**src/rtl/bp_cce_pkg.sv**
```systemverilog
// Shared types for the CCE invalidation sequencer.
package bp_cce_pkg;

  typedef enum logic [1:0] {
    StIdle,
    StSend,
    StWaitAck,
    StDone
  } bp_cce_inv_seq_state_e;

endpackage

```
**src/rtl/bsg_counter_up_down.sv**
```systemverilog
// Up/down counter with synchronous clear; simultaneous up and down cancel out.
module bsg_counter_up_down #(
  parameter int unsigned width_p = 4
) (
  input  logic               clk_i,
  input  logic               reset_i,
  input  logic               clear_i,
  input  logic               up_i,
  input  logic               down_i,
  output logic [width_p-1:0] count_o
);

  logic [width_p-1:0] count_q, count_d;

  always_comb begin
    count_d = count_q;
    if (clear_i) begin
      count_d = '0;
    end else if (up_i && !down_i) begin
      count_d = count_q + width_p'(1);
    end else if (down_i && !up_i) begin
      count_d = count_q - width_p'(1);
    end
  end

  always_ff @(posedge clk_i) begin
    if (reset_i) begin
      count_q <= '0;
    end else begin
      count_q <= count_d;
    end
  end

  assign count_o = count_q;

endmodule

```
**src/rtl/bp_cce_inv_sequencer.sv**
```systemverilog
// Walks a directory sharers vector, issuing one invalidate per sharer (lowest index first),
// then waits for every invalidate ack before reporting completion.
module bp_cce_inv_sequencer #(
  parameter  int unsigned num_lce_p          = 8,
  parameter  int unsigned lce_assoc_p        = 8,
  parameter  int unsigned paddr_width_p      = 40,
  localparam int unsigned lce_id_width_lp    = $clog2(num_lce_p),
  localparam int unsigned lce_assoc_width_lp = $clog2(lce_assoc_p),
  localparam int unsigned cnt_width_lp       = $clog2(num_lce_p + 1)
) (
  input  logic                                      clk_i,
  input  logic                                      reset_i,
  input  logic                                      start_v_i,
  output logic                                      start_ready_o,
  input  logic [paddr_width_p-1:0]                  addr_i,
  input  logic [lce_id_width_lp-1:0]                req_lce_i,
  input  logic                                      exclude_req_i,
  input  logic [num_lce_p-1:0]                      sharers_hits_i,
  input  logic [num_lce_p*lce_assoc_width_lp-1:0]   sharers_ways_i,
  output logic                                      cmd_v_o,
  input  logic                                      cmd_ready_i,
  output logic [lce_id_width_lp-1:0]                cmd_lce_o,
  output logic [lce_assoc_width_lp-1:0]             cmd_way_o,
  output logic [paddr_width_p-1:0]                  cmd_addr_o,
  input  logic                                      ack_v_i,
  output logic                                      busy_o,
  output logic                                      done_v_o,
  input  logic                                      done_yumi_i,
  output logic [cnt_width_lp-1:0]                   inv_count_o
);

  import bp_cce_pkg::*;

  bp_cce_inv_seq_state_e state_q;

  logic [num_lce_p-1:0]                    mask_q, start_mask, sel_onehot, mask_rest;
  logic [num_lce_p*lce_assoc_width_lp-1:0] ways_q;
  logic [paddr_width_p-1:0]                addr_q;
  logic [cnt_width_lp-1:0]                 count_q, pending;
  logic [lce_id_width_lp-1:0]              sel_idx;
  logic                                    send_hs, ack_dec, start_hs, pending_drains;

  always_comb begin
    start_mask = sharers_hits_i;
    if (exclude_req_i) start_mask[req_lce_i] = 1'b0;
  end

  // Priority encode: lowest set bit of the remaining mask wins.
  always_comb begin
    sel_idx = '0;
    for (int i = num_lce_p - 1; i >= 0; i--) begin
      if (mask_q[i]) sel_idx = lce_id_width_lp'(i);
    end
  end

  assign sel_onehot = num_lce_p'(1) << sel_idx;
  assign mask_rest  = mask_q & ~sel_onehot;

  assign start_ready_o = (state_q == StIdle);
  assign busy_o        = (state_q != StIdle);
  assign cmd_v_o       = (state_q == StSend);
  assign done_v_o      = (state_q == StDone);
  assign cmd_lce_o     = sel_idx;
  assign cmd_way_o     = ways_q[sel_idx * lce_assoc_width_lp +: lce_assoc_width_lp];
  assign cmd_addr_o    = addr_q;
  assign inv_count_o   = count_q;

  assign start_hs = start_v_i & start_ready_o;
  assign send_hs  = cmd_v_o & cmd_ready_i;
  assign ack_dec  = ack_v_i & (pending != '0) & busy_o;

  // No sends happen in WAIT_ACK, so only an ack can move pending.
  assign pending_drains = (pending == '0) || ((pending == cnt_width_lp'(1)) && ack_dec);

  bsg_counter_up_down #(
    .width_p(cnt_width_lp)
  ) u_pending (
    .clk_i  (clk_i),
    .reset_i(reset_i),
    .clear_i(start_hs),
    .up_i   (send_hs),
    .down_i (ack_dec),
    .count_o(pending)
  );

  always_ff @(posedge clk_i) begin
    if (reset_i) begin
      state_q <= StIdle;
      mask_q  <= '0;
      ways_q  <= '0;
      addr_q  <= '0;
      count_q <= '0;
    end else begin
      unique case (state_q)
        StIdle: begin
          if (start_v_i) begin
            mask_q  <= start_mask;
            ways_q  <= sharers_ways_i;
            addr_q  <= addr_i;
            count_q <= '0;
            state_q <= (start_mask == '0) ? StDone : StSend;
          end
        end
        StSend: begin
          if (cmd_ready_i) begin
            mask_q  <= mask_rest;
            count_q <= count_q + cnt_width_lp'(1);
            if (mask_rest == '0) state_q <= StWaitAck;
          end
        end
        StWaitAck: begin
          if (pending_drains) state_q <= StDone;
        end
        StDone: begin
          if (done_yumi_i) state_q <= StIdle;
        end
        default: state_q <= StIdle;
      endcase
    end
  end

  always @(posedge clk_i) begin
    if (!reset_i) begin
      assert (!(ack_v_i && (pending == '0)))
        else $warning("bp_cce_inv_sequencer: ack_v_i with no outstanding invalidate ignored");
      assert (!(start_v_i && !start_ready_o))
        else $error("bp_cce_inv_sequencer: start_v_i raised while busy");
    end
  end

endmodule

```
**config.mk**
```make
export PLATFORM = sky130hd
export DESIGN_NAME = bp_cce_inv_sequencer
export DESIGN_NICKNAME = d
export VERILOG_FILES = /design/src/rtl/bp_cce_pkg.sv /design/src/rtl/bsg_counter_up_down.sv /design/src/rtl/bp_cce_inv_sequencer.sv
export SDC_FILE = /design/constraint.sdc
export NUM_CORES = 1
export LEC_CHECK = 0
export ABC_AREA = 1
export ABC_CLOCK_PERIOD_IN_PS = 6470
export CORE_ASPECT_RATIO = 1.5
export CORE_MARGIN = 4
export CORE_UTILIZATION = 48
export DETAILED_ROUTE_END_ITERATION = 8
export GPL_TIMING_DRIVEN = 0
export PLACE_DENSITY = 0.95
export SYNTH_ARGS = -nofsm -noshare
export SYNTH_HDL_FRONTEND = slang
export SYNTH_SLANG_ARGS = --single-unit
```
**constraint.sdc**
```tcl
create_clock -name clk_i -period 6.47 [get_ports clk_i]
set_input_delay 0.647 -clock clk_i [delete_from_list [all_inputs] [get_ports clk_i]]
set_output_delay 0.647 -clock clk_i [all_outputs]
set_load 0.05 [all_outputs]
```
==> run metrics <==
Worst-Margin Slew 553.9 ps; Logic pwr share 56.1%; die height 115.8 um; Worst path most repeated cell nand2_1; synth-to-layout area growth 49.88%; sequential area share after synthesis 44.13%; CP required 5820 ps; per-cell routed wire length 14.50 um; pin count of the biggest net entering global routing 14; CP top delay family buffers and inverters; post-synth top area cell dfxtp_1; Cell Int Power 1.681 mW; ANT cells 0; Sum Neg Setup Slack 0 ps; Net Switching 1.494 mW; antenna-violating nets left 0; Resize count post-CTS 0; count leader, synth nor2_1; share of cells above drive strength 1 7.025%; Max transition margin 63.07%; Yosys reg bits 82; sequential share of power 23.7%; Synth Instances 519; Final Max Tran Viols 0; Die ar. 9251 um2; DP HPWL 8.485 mm; Pre-antenna DRT Iters 4; Post-CTS Setup Repair Bufs 0; worst-skew pair later-pin latency 330 ps; CP max stage delay 790 ps; IO Port Bufs 134; async set-or-reset flop fraction in the synthesized netlist 0%; minimum clock period 3423 ps; Routed WL 11.18 mm; initial antenna violation count 0; Hold-fix buffers, CTS 0; CP Cell Sequence inv_1 -> nand2_1 -> nand2_1 -> nand2_1 -> nand2_2 -> nand2_4 -> nand2_2 -> nand2_2 -> inv_1 -> nor2_2 -> nand2_1 -> nand4_1 -> o21ai_0 -> inv_1 -> clkdlybuf4s50_1; worst vdd ir 355.1 uV; clock sinks 82; CTS root buf clkbuf_16; CP endpoint kind primary output; core area 7564 um2; Slowest cell on crit path clkdlybuf4s50_1; Sw Share 47.05%; clk_skew 3.873 ps; first-pass GRT wire length 17.86 mm; cts bufs inserted 9; Syn Area/Cell 7.167 um2; crit share post-route 52.91%; Clk pin slew, worst setup/hold paths 60 ps; Post-synth EDFFs 0; CP max FO 9; Post-Syn Area 3720 um2; CTS tree done; # DRC 0; Die W 79.88 um; GP Congestion 0.9276; Max Clock Freq 0.2921 GHz; Crit Path Class flop to primary output; crit path DAT 2780 ps; final setup vio count 0; clk buf depth 2; Final Hold Viols 0; list of most frequent post-synthesis cells nor2_1, o21ai_0, dfxtp_1, nand2_1, inv_1; Synth Net Count 610; Ys Warns 0; Pwr Density 569.4 nW/um2; Vias/cell 5.243; Worst R2R Setup Slack 4100 ps; Initial Utilization 49.18%; htree depth 3; vias in the first global route 4,064; global-route usage over all layers 24.85%; worst min path class flop to flop; status completed; leakage 2.300 nW; Iter 0 DRT Violations 281; max-cap viol count 0; RSZ-0062 raised after global routing false; Final #Nets 755; io pins 136; Rows 39; total power 3.175 mW; Yosys cell types 36; hold_ws 482.1 ps; CP bufs+invs 4; Top FF cell, synth dfxtp_1; vias 4,042; crit path launch type flop; clock power share 20.2%; Yosys top cell area share 44.13%; Area contributors post-synth dfxtp_1, nor2_1, o21ai_0; grt ovf 0
-- registers in the layout, indices dropped and copies added (netlist names) --
signal,count
mask_q,8
u_pending.count_o,4
inv_count_o,4
cmd_addr_o,40
state_q,2
ways_q,24
-- power groups by stage --
stage                     clock, mW  combinational [mW]  sequential, mW
after floorplan                   0                1.02           0.969
after detailed placement          0                1.76           0.757
after global placement            0                1.72           0.750
after CTS                     0.648                1.78           0.748
final                         0.643                1.78           0.751
after global routing          0.676                1.92           0.768
-- layer usage --
layer  vias to the layer above  wire length (um)  GRT usage, %  share of wire [%]
met4                         0               572         16.12                5.1
met5                         -                 0             0                  0
met1                      1840              3969         24.72                 35
met2                       181              5888         44.95                 53
li1                       1978                 -             -                  -
met3                        43               753         6.532                6.7
-- cells by family (layout without fill, tap and decap cells) --
group                      count (synthesis)  count (layout)  synth area share [%]
adders and majority gates                  9               9                 3.027
DFF                                       82              82                 44.13
AOI/OAI and AO/OA                        116             116                 17.05
buffers and inverters                     65             215                 6.996
and+or+nand+nor                          244             244                 28.09
xor gates and xnor gates                   3               3                0.7065
-- placed cells by master (no fill, tap or decap), types with 4 or more instances in the layout --
cell and count:
clkbuf_16 9, clkdlybuf4s50_1 134, a21oi_1 16, nand2_1 54, or2_2 5, nand3_1 16
bufinv_16 4, inv_2 4, nand2_2 5, clkbuf_1 21, nor2_1 144, o21ai_0 85
dfxtp_1 82, ha_1 9, nand4_1 6, inv_1 35
-- through the flow --
stage                     setup WS (ps)  cell area (um2)  cells  util [%]
after global routing               2885             5575    771     73.71
after floorplan                    4002             3720    519         -
after global placement             3475             5189    755     68.60
final                              3047             5575    771     73.71
after CTS                          3046             5575    771     73.71
after detailed placement           3435             5189    755     68.60
-- final cells by class --
class	instances	area [um2]
multi-input cells	372	1818
repair buffers	134	1341
well taps	102	127.6
inverters	40	150.1
clock buffers	12	266.5
plain buffers	25	110.1
flip-flops and latches	82	1642
clock inverters	4	120.1
fillers	569	1988
-- worst paths after layout --
| kind | to | from | cells past startpoint |
|---|---|---|---|
| worst min register to register | u_pending.count_o[3]$_SDFFE_PP0P_ | u_pending.count_o[3]$_SDFFE_PP0P_ | 2 |
| worst min-delay path | u_pending.count_o[3]$_SDFFE_PP0P_ | u_pending.count_o[3]$_SDFFE_PP0P_ | 2 |
| worst max-delay path | cmd_way_o[2] | mask_q[6]$_SDFFE_PP0P_ | 15 |
| worst max register to register | u_pending.count_o[3]$_SDFFE_PP0P_ | state_q[0]$_SDFFE_PP0P_ | 10 |
-- tightest hold or removal path: stages (launching register included) --
cell,delay [ps]
dfxtp_1,320
nand2_1,60
a21oi_1,50
Note: power is estimated with default switching activity, not from simulation.
